[src/rtl/gray_sched_pkg.sv]
// rtl/gray_sched_pkg.sv - shared types and helpers for the gray slot scheduler
// Provides the FSM state type, the round-robin pick result type,
// bin2gray() and rr_pick(). No ports.
package gray_sched_pkg;

  localparam int MAX_NREQ  = 16;
  localparam int PTR_W     = 4;
  localparam int MAX_CBITS = 32;

  typedef enum logic {
    IDLE = 1'b0,
    RUN  = 1'b1
  } state_e;

  typedef struct packed {
    logic             valid;
    logic [PTR_W-1:0] idx;
  } rr_pick_t;

  // Callers cast the result back down to their own counter width.
  function automatic logic [MAX_CBITS-1:0] bin2gray(input logic [MAX_CBITS-1:0] b);
    return b ^ (b >> 1);
  endfunction

  // First requester at or after ptr, wrapping at nreq. ptr < nreq, so a
  // single subtraction is enough to wrap the search index.
  function automatic rr_pick_t rr_pick(input logic [MAX_NREQ-1:0] req,
                                       input logic [PTR_W-1:0]    ptr,
                                       input int                  nreq);
    rr_pick_t         r;
    int               i;
    logic [PTR_W-1:0] ii;
    r = '0;
    for (int k = 0; k < MAX_NREQ; k++) begin
      i = int'(ptr) + k;
      if (i >= nreq) i = i - nreq;
      ii = PTR_W'(i);
      if (k < nreq && !r.valid && req[ii]) begin
        r.valid = 1'b1;
        r.idx   = ii;
      end
    end
    return r;
  endfunction

endpackage

[src/rtl/gray_slot_cnt.sv]
// rtl/gray_slot_cnt.sv - slot counter with clear, enable and terminal compare
// Ports:
//   clk, rst_n  clock, synchronous active-low reset
//   clr         force count to 0 (wins over en)
//   en          advance count by one
//   len         terminal value
//   cnt         binary count
//   gray_c      gray code of cnt
//   at_end      cnt == len
module gray_slot_cnt
  import gray_sched_pkg::*;
#(
  parameter int CBITS = 13
) (
  input  logic             clk,
  input  logic             rst_n,
  input  logic             clr,
  input  logic             en,
  input  logic [CBITS-1:0] len,
  output logic [CBITS-1:0] cnt,
  output logic [CBITS-1:0] gray_c,
  output logic             at_end
);

  logic [CBITS-1:0] cnt_q, cnt_d;

  always_comb begin
    cnt_d = cnt_q;
    if (clr)     cnt_d = '0;
    else if (en) cnt_d = cnt_q + CBITS'(1);
  end

  always_ff @(posedge clk) begin
    if (!rst_n) cnt_q <= '0;
    else        cnt_q <= cnt_d;
  end

  assign cnt    = cnt_q;
  assign gray_c = CBITS'(bin2gray(MAX_CBITS'(cnt_q)));
  assign at_end = (cnt_q == len);

endmodule

[src/rtl/gray_slot_scheduler.sv]
// rtl/gray_slot_scheduler.sv - round-robin owner of a shared gray slot counter
// Ports:
//   clk, rst_n  clock, synchronous active-low reset
//   req         per-requester level request
//   req_len     packed slot lengths, requester i at [i*CBITS +: CBITS]
//   gnt         registered one-hot grant
//   busy        high in RUN
//   gray_c      gray code of the slot count, 0 outside RUN
//   sig         first cycle of a slot
//   done        last cycle of a slot
//   abort       owner dropped req before done
module gray_slot_scheduler
  import gray_sched_pkg::*;
#(
  parameter int NREQ  = 4,
  parameter int CBITS = 13
) (
  input  logic                  clk,
  input  logic                  rst_n,
  input  logic [NREQ-1:0]       req,
  input  logic [NREQ*CBITS-1:0] req_len,
  output logic [NREQ-1:0]       gnt,
  output logic                  busy,
  output logic [CBITS-1:0]      gray_c,
  output logic                  sig,
  output logic                  done,
  output logic                  abort
);

  localparam int PW = $clog2(NREQ);

  state_e           state_q, state_d;
  logic [PW-1:0]    ptr_q, ptr_d;
  logic [PW-1:0]    owner_q, owner_d;
  logic [NREQ-1:0]  gnt_q, gnt_d;
  logic [CBITS-1:0] len_q, len_d;
  logic [CBITS-1:0] cnt, cnt_gray;
  logic             at_end, run, owner_req, cnt_en;
  logic [PW-1:0]    next_ptr;
  rr_pick_t         pick;

  assign run       = (state_q == RUN);
  assign owner_req = req[owner_q];
  assign pick      = rr_pick(MAX_NREQ'(req), PTR_W'(ptr_q), NREQ);
  assign next_ptr  = (owner_q == PW'(NREQ - 1)) ? '0 : owner_q + PW'(1);

  // Counter only advances mid-slot; everywhere else it is held at 0 so
  // the next grant always starts from a clean count.
  assign cnt_en = run && owner_req && !at_end;

  gray_slot_cnt #(.CBITS(CBITS)) u_cnt (
    .clk    (clk),
    .rst_n  (rst_n),
    .clr    (!cnt_en),
    .en     (cnt_en),
    .len    (len_q),
    .cnt    (cnt),
    .gray_c (cnt_gray),
    .at_end (at_end)
  );

  always_comb begin
    state_d = state_q;
    ptr_d   = ptr_q;
    owner_d = owner_q;
    gnt_d   = gnt_q;
    len_d   = len_q;
    case (state_q)
      IDLE: begin
        if (pick.valid) begin
          state_d = RUN;
          owner_d = PW'(pick.idx);
          gnt_d   = NREQ'(1) << pick.idx;
          len_d   = req_len[pick.idx*CBITS +: CBITS];
        end
      end
      RUN: begin
        // Abort and done both end the slot the same way.
        if (!owner_req || at_end) begin
          state_d = IDLE;
          gnt_d   = '0;
          ptr_d   = next_ptr;
        end
      end
      default: state_d = IDLE;
    endcase
  end

  always_ff @(posedge clk) begin
    if (!rst_n) begin
      state_q <= IDLE;
      ptr_q   <= '0;
      owner_q <= '0;
      gnt_q   <= '0;
      len_q   <= '0;
    end else begin
      state_q <= state_d;
      ptr_q   <= ptr_d;
      owner_q <= owner_d;
      gnt_q   <= gnt_d;
      len_q   <= len_d;
    end
  end

  assign gnt    = gnt_q;
  assign busy   = run;
  assign gray_c = run ? cnt_gray : '0;
  assign sig    = run && (cnt == '0);
  assign abort  = run && !owner_req;
  assign done   = run && owner_req && at_end;

endmodule

[config.mk]
export PLATFORM = sky130hd
export DESIGN_NAME = gray_slot_scheduler
export DESIGN_NICKNAME = d
export VERILOG_FILES = /design/src/rtl/gray_sched_pkg.sv /design/src/rtl/gray_slot_cnt.sv /design/src/rtl/gray_slot_scheduler.sv
export SDC_FILE = /design/constraint.sdc
export NUM_CORES = 1
export LEC_CHECK = 0
export BUFFER_PORTS_ARGS = -buffer_cell sky130_fd_sc_hd__clkbuf_2
export CORE_ASPECT_RATIO = 1.4
export CORE_MARGIN = 5
export CORE_UTILIZATION = 52
export DETAILED_ROUTE_END_ITERATION = 8
export PLACE_DENSITY = 0.87
export SYNTH_ARGS = -nofsm -noshare
export SYNTH_HDL_FRONTEND = slang
export SYNTH_SLANG_ARGS = --single-unit
[constraint.sdc]
create_clock -name clk -period 3.49 [get_ports clk]
set_input_delay 0.5235 -clock clk [delete_from_list [all_inputs] [get_ports clk]]
set_output_delay 0.5235 -clock clk [all_outputs]
set_load 0.005 [all_outputs]
==> results_dict.tcl, run 1 <==
set metrics [dict create \
    status "finished clean" \
    grt_pass1_vias 2298 \
    grt-ovfl-total 0 \
    yosysUniqueCellTypes 45 \
    tns_ns 0 \
    area_growth_syn_to_layout_pct 20.26 \
    postCtsSetupBuffers 0 \
    fin_nets 435 \
    synthXorXnorAreaFrac_pct 8.422 \
    hpwl_um 4894 \
    min_period_over_period_pct 82.08 \
    routedWlPerCell_um 14.63 \
    core-area_um2 4842 \
    cp-end-kind "register" \
    setup_violations 0 \
    first_pass_iters 4 \
    hold_ws_ns 0.4976 \
    grt_max_degree 32 \
    grt_setup_unrepaired "false" \
    crit_type "reg2reg" \
    cts_root_buf "clkbuf_8" \
    max-cap-violations 0 \
    cts_buffer_depth 2 \
    synthesis.area_um2 2600 \
    min_period_ns 2.864 \
    tightest_slew_ns 0.6035 \
    synthTopCellsByArea "dfxtp_1, ha_1, mux2i_1, o221ai_2, xnor2_1" \
    yosysMostFrequentCell "dfxtp_1" \
    yosysWarnings 0 \
    nFillCells 385 \
    fp.dieArea_um2 6534 \
    dieWidth_um 69.76 \
    p_per_area_nw_per_um2 685.1 \
    p_comb_share_pct 55.9 \
    cpMaxStageDelayCell "dfxtp_1" \
    antenna_found_initial 0 \
    pwr-share-seq_pct 27.6 \
    path_clk_slew_ns 0.07 \
    swShare_pct 42.07 \
    synth-edff-count 0 \
    synth_top_family_by_area "simple AND/OR/NAND/NOR gates" \
    cts_hold_buf 0 \
    htree_levels 2 \
    ys_top_cells_by_count "dfxtp_1, mux2i_1, ha_1, nor2_1, nand3_1" \
    drc 0 \
    switchingPower_w 0.0009013 \
    num_vias 2270 \
    initial_core_util_pct 53.70 \
    drive_gt1_share_pct 32.77 \
    yosys.area_share.simple_pct 18.77 \
    crit_fanout 15 \
    async_flop_share_pct 0 \
    yosys.area.top_type "dfxtp_1" \
    hp-class "reg2reg" \
    drv_slew 0 \
    avgSynthCellArea_um2 9.352 \
    drt_iter0_drc 187 \
    gp_congestion 0.8747 \
    synthMuxAreaShare_pct 14.44 \
    power.share.clock_pct 16.5 \
    cpPeakStageDelay_ns 0.50 \
    die_h_um 93.67 \
    cp_data_arrival_time_ns 3.01 \
    cts_sinks 35 \
    synth_top_area_share_pct 26.95 \
    cts_tree "yes" \
    wl_met3_um 378 \
    synth_compound_area_share_pct 14.53 \
    met1_length_um 2417 \
    netlist_instances 278 \
    intPower_w 0.001241 \
    p_leak_nw 1.441 \
    highest_layer "met4" \
    cts_resized 0 \
    cts_made_buffers 5 \
    via_per_inst 5.431 \
    max_freq_mhz 349.1 \
    fin_skew_ns 0.008372 \
    slew_headroom_pct 59.65 \
    synth_flop_cell "dfxtp_1" \
    rows 30 \
    worst_skew_pair.late_latency_ns 0.29 \
    finalWirelength_um 6114 \
    antenna_cells 0 \
    cp-start-kind "register" \
    port_buffers 78 \
    met2_length_um 3194 \
    ir_drop_v 0.0003008 \
    cp_cell_sequence "inv_1 > ha_1 > mux2_2 > a221o_1 > o41ai_4 > buf_4 > or3_4 > o221ai_1" \
    ys_seq_area_share_pct 26.95 \
    final_antenna_net_count 0 \
    grt_first_pass_wirelength_um 10480 \
    crit_required_ns 3.64 \
    gr-usage-all-layers_pct 19.63 \
    final_hold_viol_count 0 \
    r2r_setup_slack_ns 0.63 \
    synth_fa_ha_area_share_pct 11.07 \
    synth_seq_cells 35 \
    pin_count 79 \
    syn_nets 359 \
]
-- cells by family (layout without fill, tap and decap cells) --
family | after synthesis | after routing
and+or+nand+nor | 91 | 91
AOI/OAI and AO/OA | 38 | 38
DFF | 35 | 35
muxes | 34 | 34
buffers and inverters | 32 | 108
xor gates and xnor gates | 25 | 25
adders and majority gates | 23 | 23
-- power groups by stage --
stage	Clock (W)	Combinational (W)	Sequential (W)
2_1_floorplan	0	0.00100	0.000560
3_3_place_gp	0	0.00117	0.000596
3_5_place_dp	0	0.00121	0.000595
4_1_cts	0.000360	0.00121	0.000589
5_1_grt	0.000376	0.00131	0.000605
6_report	0.000354	0.00120	0.000590
-- worst paths after layout --
path / startpoint / end / cells past startpoint
worst max register to register: ptr_q[1]$_SDFFE_PN0P_ / len_q[5]$_SDFFE_PN0P_ / 8
worst min register to register: gnt[1]$_SDFFE_PN0P_ / gnt[1]$_SDFFE_PN0P_ / 2
worst max-delay path: ptr_q[1]$_SDFFE_PN0P_ / len_q[5]$_SDFFE_PN0P_ / 8
worst min-delay path: gnt[1]$_SDFFE_PN0P_ / gnt[1]$_SDFFE_PN0P_ / 2
-- sequential cells by signal, indices dropped and copies added (netlist names) --
register / flops
busy: 1
gnt: 4
len_q: 13
owner_q: 2
ptr_q: 2
u_cnt.cnt: 13
-- through the flow --
stage	std cells	power [W]	utilization [%]	cell area (um^2)	setup WS, ns
after CTS	418	0.002159	64.57	3127	0.6315
final	418	0.002142	64.57	3127	0.6255
after detailed placement	411	0.001802	62.38	3020	0.6463
after global placement	411	0.001763	62.38	3020	0.7721
after floorplan	278	0.001560	-	2600	0.8756
after global routing	418	0.002294	64.57	3127	0.4847
-- metal layers --
| layer | global-route usage, % | vias up |
|---|---|---|
| met5 | 0 | - |
| met4 | 7.029 | 0 |
| met3 | 4.711 | 14 |
| met2 | 36.67 | 79 |
| met1 | 21.29 | 1034 |
| li1 | - | 1143 |
-- worst max-delay path, delay by kind of cell (launching register included) --
kind | cells | cell delay (ns)
compound gates | 3 | 0.78
flops | 1 | 0.50
buf+inv | 2 | 0.43
fa+ha+maj | 1 | 0.38
mux | 1 | 0.36
simple gates | 1 | 0.28
-- cells in the final DEF, fill, tap and decap left out, types with 7 or more instances in the layout --
cell	n
clkbuf_2	78
nand2_1	11
xor2_1	12
ha_1	23
nor2_1	23
nand3_1	19
o221ai_2	11
xnor2_1	13
and2_1	11
a21oi_1	7
mux2i_1	27
inv_1	18
dfxtp_1	35
-- layout make-up --
cell class	count	area, um^2	area share (%)
well taps	64	80.08	2.561
clock buffers	5	68.82	2.201
repair buffers	82	420.4	13.45
flip-flops and latches	35	700.7	22.41
clock inverters	2	37.54	1.200
inverters	19	71.32	2.281
multi-input cells	211	1748	55.90
Note: power is estimated with default switching activity, not from simulation.
==> run 2: changes to the inputs <==
==> constraint.sdc (replaced) <==
create_clock -name clk -period 2.7 [get_ports clk]
set_input_delay 0.405 -clock clk [delete_from_list [all_inputs] [get_ports clk]]
set_output_delay 0.405 -clock clk [all_outputs]
set_load 0.005 [all_outputs]
==> run 2 against run 1 <==
Against the previous run: design area increased by 1.9%; sequential power rose by 24%; clock-buffer cell count stayed put; register-to-register slack worse by 0.48 ns; first-iteration DRC count down 45%; global-route usage is 0.80 points higher; via count rose by 4.3%.
==> results_dict.tcl, run 2 (same netlist as run 1, synthesis figures left out) <==
set metrics [dict create \
    status "finished clean" \
    initial_core_util_pct 53.70 \
    num_vias 2367 \
    grt_max_degree 27 \
    area_growth_syn_to_layout_pct 22.57 \
    gr-usage-all-layers_pct 20.43 \
    setup_violations 0 \
    port_buffers 78 \
    min_period_ns 2.555 \
    grt_first_pass_wirelength_um 10950 \
    post_dp_cell_area_um2 3070 \
    final_antenna_net_count 0 \
    p_per_area_nw_per_um2 915.4 \
    pin_count 79 \
    cts_buffer_depth 2 \
    r2r-start "ptr_q[1]$_SDFFE_PN0P_" \
    drv_slew 0 \
    crit_path_end "len_q[4]$_SDFFE_PN0P_" \
    mostFrequentLayoutCells "clkbuf_2, dfxtp_1, mux2i_1, nor2_1, ha_1" \
    path_clk_slew_ns 0.08 \
    slew_headroom_pct 62.69 \
    gp_congestion 0.8937 \
    fin_cells 424 \
    stdcell_area_um2 3187 \
    cts_sinks 35 \
    cts_hold_buf 0 \
    cts_root_buf "clkbuf_8" \
    highest_layer "met4" \
    timing.critical_path.from "ptr_q[1]$_SDFFE_PN0P_" \
    crit_required_ns 2.84 \
    cp_cell_sequence "inv_1 > ha_1 > mux2_2 > a221o_1 > o41ai_4 > inv_2 > nand3_2 > o221ai_1" \
    dieWidth_um 69.76 \
    tightest_slew_ns 0.5580 \
    crit_fanout 13 \
    antenna_found_initial 0 \
    finalWirelength_um 6601 \
    die_h_um 93.67 \
    fin_nets 440 \
    met2_length_um 3416 \
    grt_setup_unrepaired "false" \
    path_delay_family "compound AO/OA/AOI/OAI gates" \
    hold_ws_ns 0.4153 \
    cpMaxStageDelayCell "mux2_2" \
    met1_length_um 2512 \
    wl_met3_um 374 \
    cp.buffers_inverters 2 \
    p_leak_nw 1.478 \
    rr_endpoint "len_q[4]$_SDFFE_PN0P_" \
    drt_iter0_drc 102 \
    cp_data_arrival_time_ns 2.70 \
    dp_cells 416 \
    cp-start-kind "register" \
    min_period_over_period_pct 94.62 \
    hpwl_um 5201 \
    worst_skew_pair.late_latency_ns 0.29 \
    htree_levels 2 \
    first_pass_iters 4 \
    cts_resized 0 \
    fp.dieArea_um2 6534 \
    max_freq_mhz 391.4 \
    via_per_inst 5.583 \
    rr_worst_depth 8 \
    crit_type "reg2reg" \
    hp-class "in2reg" \
    fin_skew_ns 0.008584 \
    postCtsSetupBuffers 0 \
    routedWlPerCell_um 15.57 \
    max-cap-violations 0 \
    final_hold_viol_count 0 \
    core-area_um2 4842 \
    cpPeakStageDelay_ns 0.36 \
    layout_commonest_cell "clkbuf_2" \
    antenna_cells 0 \
    drive_gt1_share_pct 33.89 \
    tns_ns 0 \
    cts_made_buffers 5 \
    ir_drop_v 0.0005183 \
    drc 0 \
    finalPower_w 0.002917 \
    cp-end-kind "register" \
    rows 30 \
    grt-ovfl-total 0 \
    r2r_setup_slack_ns 0.15 \
    cts_tree "yes" \
    grt_pass1_vias 2449 \
    cp.depth 8 \
]
## run 2: changes by cell type in the layout (fill, tap and decap cells not counted)
cell        previous run  this run
buf_4                  4         8
clkinv_4               0         1
inv_6                  0         1
buf_12                 0         1
clkinvlp_4             1         0
## run 2: area by class of cell
class	count	area, um^2
multi-input cells	211	1748
clock inverters	3	47.55
repair buffers	87	470.5
clock buffers	5	68.82
fillers	390	1655
well taps	64	80.08
inverters	19	71.32
flip-flops and latches	35	700.7
## run 2: report_power, final
part           total (W)  switching [W]  internal [W]  leakage [nW]
Clock           0.000480       0.000200      0.000280        0.0587
Combinational    0.00171       0.000932      0.000775          1.13
Sequential      0.000731      0.0000949      0.000636         0.286
## run 2: per-layer routing
metal,GRT usage [%],vias to the layer above
li1,-,1155
met1,21.34,1093
met2,37.30,89
met3,4.390,30
met4,11.82,0
met5,0,-
## run 2: tightest hold or removal path, stage by stage
cell and delay (ns):
clkbuf_2 0.08, mux2i_1 0.07, o221ai_2 0.12
## run 2: worst min path at each step
stage                                    to  cells after the start                    start
floorplan           u_cnt.cnt[0]$_SDFF_PN0_                      1  u_cnt.cnt[0]$_SDFF_PN0_
finish                len_q[3]$_SDFFE_PN0P_                      3              req_len[29]
global route          len_q[3]$_SDFFE_PN0P_                      3              req_len[29]
CTS                   len_q[3]$_SDFFE_PN0P_                      3              req_len[29]
detailed placement  u_cnt.cnt[0]$_SDFF_PN0_                      1  u_cnt.cnt[0]$_SDFF_PN0_
global placement    u_cnt.cnt[0]$_SDFF_PN0_                      1  u_cnt.cnt[0]$_SDFF_PN0_
## run 2: through the flow
step | util [%] | setup WS, ns
finish | 65.81 | 0.1452
global route | 65.81 | 0.008364
CTS | 65.81 | 0.1404
detailed placement | 63.41 | 0.1729
global placement | 63.41 | 0.2258
floorplan | - | 0.08556
==> run 3: changes to the inputs <==
--- a/config.mk
+++ b/config.mk
@@ -5,6 +5,7 @@
 export SDC_FILE = /design/constraint.sdc
 export NUM_CORES = 1
 export LEC_CHECK = 0
+export ABC_AREA = 1
 export BUFFER_PORTS_ARGS = -buffer_cell sky130_fd_sc_hd__clkbuf_2
 export CORE_ASPECT_RATIO = 1.4
 export CORE_MARGIN = 5
==> run 3 against run 2 <==
Against the previous run: worst setup slack better by 0.041 ns; hold slack worse by 0.023 ns; area after synthesis is 0.63% higher; power is 27% higher; clock-buffer cell count is 1 higher; global-route usage is 0.092 points higher; critical path type unchanged; critical endpoint is now gnt[3]$_SDFFE_PN0P_; highest routed layer unchanged.
==> results_dict.tcl, run 3 <==
set metrics [dict create \
    setup_violations 0 \
    initial_core_util_pct 53.62 \
    via_per_inst 5.303 \
    final_hold_viol_count 0 \
    mostFrequentLayoutCells "nand3_1, nand2_1, clkbuf_2, inv_1, dfxtp_1" \
    syn_nets 469 \
    synth_seq_cells 35 \
    antenna_found_initial 0 \
    finalWirelength_um 6841 \
    cts_buffer_depth 2 \
    hp-class "in2reg" \
    final_antenna_net_count 0 \
    num_vias 2779 \
    hpwl_um 5294 \
    rows 30 \
    max-cap-violations 0 \
    first_pass_iters 5 \
    netlist_instances 388 \
    cts_sinks 35 \
    synthTopCellsByArea "dfxtp_1, nand3_1, nand2_1, ha_1, inv_1" \
    grt_setup_unrepaired "true" \
    avgSynthCellArea_um2 6.743 \
    grt_pass1_vias 2647 \
    yosysUniqueCellTypes 28 \
    layout_commonest_cell "nand3_1" \
    cp_data_arrival_time_ns 2.66 \
    htree_levels 2 \
    grt-ovfl-total 0 \
    yosys.area.top_type "dfxtp_1" \
    grt_max_degree 30 \
    drive_gt1_share_pct 22.39 \
    pin_count 79 \
    synth_flop_cell "dfxtp_1" \
    status "finished clean" \
    port_buffers 78 \
    yosysMostFrequentCell "nand3_1" \
    tightest_slew_ns 0.5875 \
    dieWidth_um 69.95 \
    synth_top_area_share_pct 26.78 \
    die_h_um 93.93 \
    p_per_area_nw_per_um2 1196 \
    core-area_um2 4880 \
    cp-start-kind "register" \
    cts_root_buf "clkbuf_8" \
    antenna_cells 0 \
    fin_nets 541 \
    max_freq_mhz 397.8 \
    drt_iter0_drc 124 \
    worst_skew_pair.late_latency_ns 0.29 \
    cts_hold_buf 0 \
    yosysWarnings 0 \
    synth-edff-count 0 \
    fin_cells 524 \
    dp_cells 516 \
    cts_made_buffers 5 \
    area_growth_syn_to_layout_pct 18.84 \
    routedWlPerCell_um 13.06 \
    hold_ws_ns 0.3925 \
    path_clk_slew_ns 0.07 \
    drc 0 \
    min_period_over_period_pct 93.10 \
    crit_required_ns 2.85 \
    fp.dieArea_um2 6570 \
    async_flop_share_pct 0 \
    grt_first_pass_wirelength_um 11120 \
    slew_headroom_pct 60.72 \
    cp-end-kind "register" \
    fin_skew_ns 0.006979 \
    drv_slew 0 \
    synthesis.area_um2 2616 \
    crit_fanout 16 \
    gp_congestion 0.8448 \
    cts_tree "yes" \
    ys_seq_area_share_pct 26.78 \
    ys_top_cells_by_count "nand3_1, nand2_1, inv_1, dfxtp_1, a21oi_1" \
    p_leak_nw 1.606 \
    gr-usage-all-layers_pct 20.53 \
    min_period_ns 2.514 \
    ir_drop_v 0.001336 \
    crit_type "reg2reg" \
]
-- run 3: power by group --
group          switching, W  total (W)  leakage [nW]  internal [W]
logic               0.00157    0.00247          1.27      0.000896
clock network      0.000195   0.000465        0.0513      0.000271
registers          0.000135   0.000783         0.286      0.000647
total               0.00190    0.00372          1.61       0.00181
-- run 3: logic make-up (layout without fill, tap and decap cells) --
| family | after synthesis | count (layout) | synth area share, % |
|---|---|---|---|
| AOI/OAI and AO/OA | 33 | 33 | 6.743 |
| buffers and inverters | 62 | 134 | 11.57 |
| adders and majority gates | 23 | 23 | 11.00 |
| xor gates and xnor gates | 18 | 18 | 6.026 |
| DFF | 35 | 35 | 26.78 |
| and+or+nand+nor | 217 | 217 | 37.88 |
-- run 3: per-layer routing --
metal	share of wire, %	wire (um)	global-route usage (%)	vias to the layer above
met5	0	0	0	-
met4	2.5	174	9.105	0
met3	6.3	433	3.747	16
met2	52	3559	38.41	96
met1	39	2675	22.19	1246
li1	-	-	-	1421
-- run 3: what timing repair did --
action,4_1_cts,5_1_grt
buffers inserted,0,1
resized for setup,1,4
pin swaps,0,0
endpoints found under the setup margin,13,14
-- run 3: path summary, 6_finish.rpt --
path | startpoint | endpoint | slack (ns) | depth (start not counted)
min | rst_n | owner_q[0]$_SDFFE_PN0P_ | 0.39 | 3
min reg2reg | len_q[9]$_SDFFE_PN0P_ | len_q[9]$_SDFFE_PN0P_ | 0.48 | 2
max reg2reg | ptr_q[0]$_SDFFE_PN0P_ | gnt[3]$_SDFFE_PN0P_ | 0.19 | 11
max | ptr_q[0]$_SDFFE_PN0P_ | gnt[3]$_SDFFE_PN0P_ | 0.19 | 11
-- run 3: metrics by stage --
| stage | util [%] | area [um^2] | worst slack [ns] | TNS (ns) | power [W] |
|---|---|---|---|---|---|
| floorplan | - | 2616 | 0.5282 | 0 | 0.002895 |
| global placement | 61.05 | 2979 | 0.1049 | 0 | 0.003078 |
| CTS | 63.21 | 3084 | 0.05832 | 0 | 0.003635 |
| finish | 63.72 | 3109 | 0.1862 | 0 | 0.003719 |
| global route | 63.72 | 3109 | -0.003402 | -0.003402 | 0.004048 |
| detailed placement | 61.05 | 2979 | -0.02532 | -0.03747 | 0.003156 |
-- run 3: critical path, stage by stage (launching register included) --
cell and delay [ns]:
dfxtp_1 0.48, inv_2 0.15, ha_1 0.38, inv_1 0.12, nand3_1 0.08, nand3_1 0.14, nand4_1 0.17, nand2_1 0.32
clkinvlp_4 0.14, buf_4 0.20, nand4_1 0.12, a21oi_1 0.07
-- run 3: final cells by class --
| cell class | count | area, um^2 |
|---|---|---|
| tap | 64 | 80.08 |
| multi-input combinational | 291 | 1625 |
| clock inverter | 1 | 30.03 |
| clock buffer | 6 | 72.57 |
| inverter | 44 | 168.9 |
| sequential | 35 | 700.7 |
| timing repair buffer | 83 | 431.7 |
| fill | 455 | 1770 |
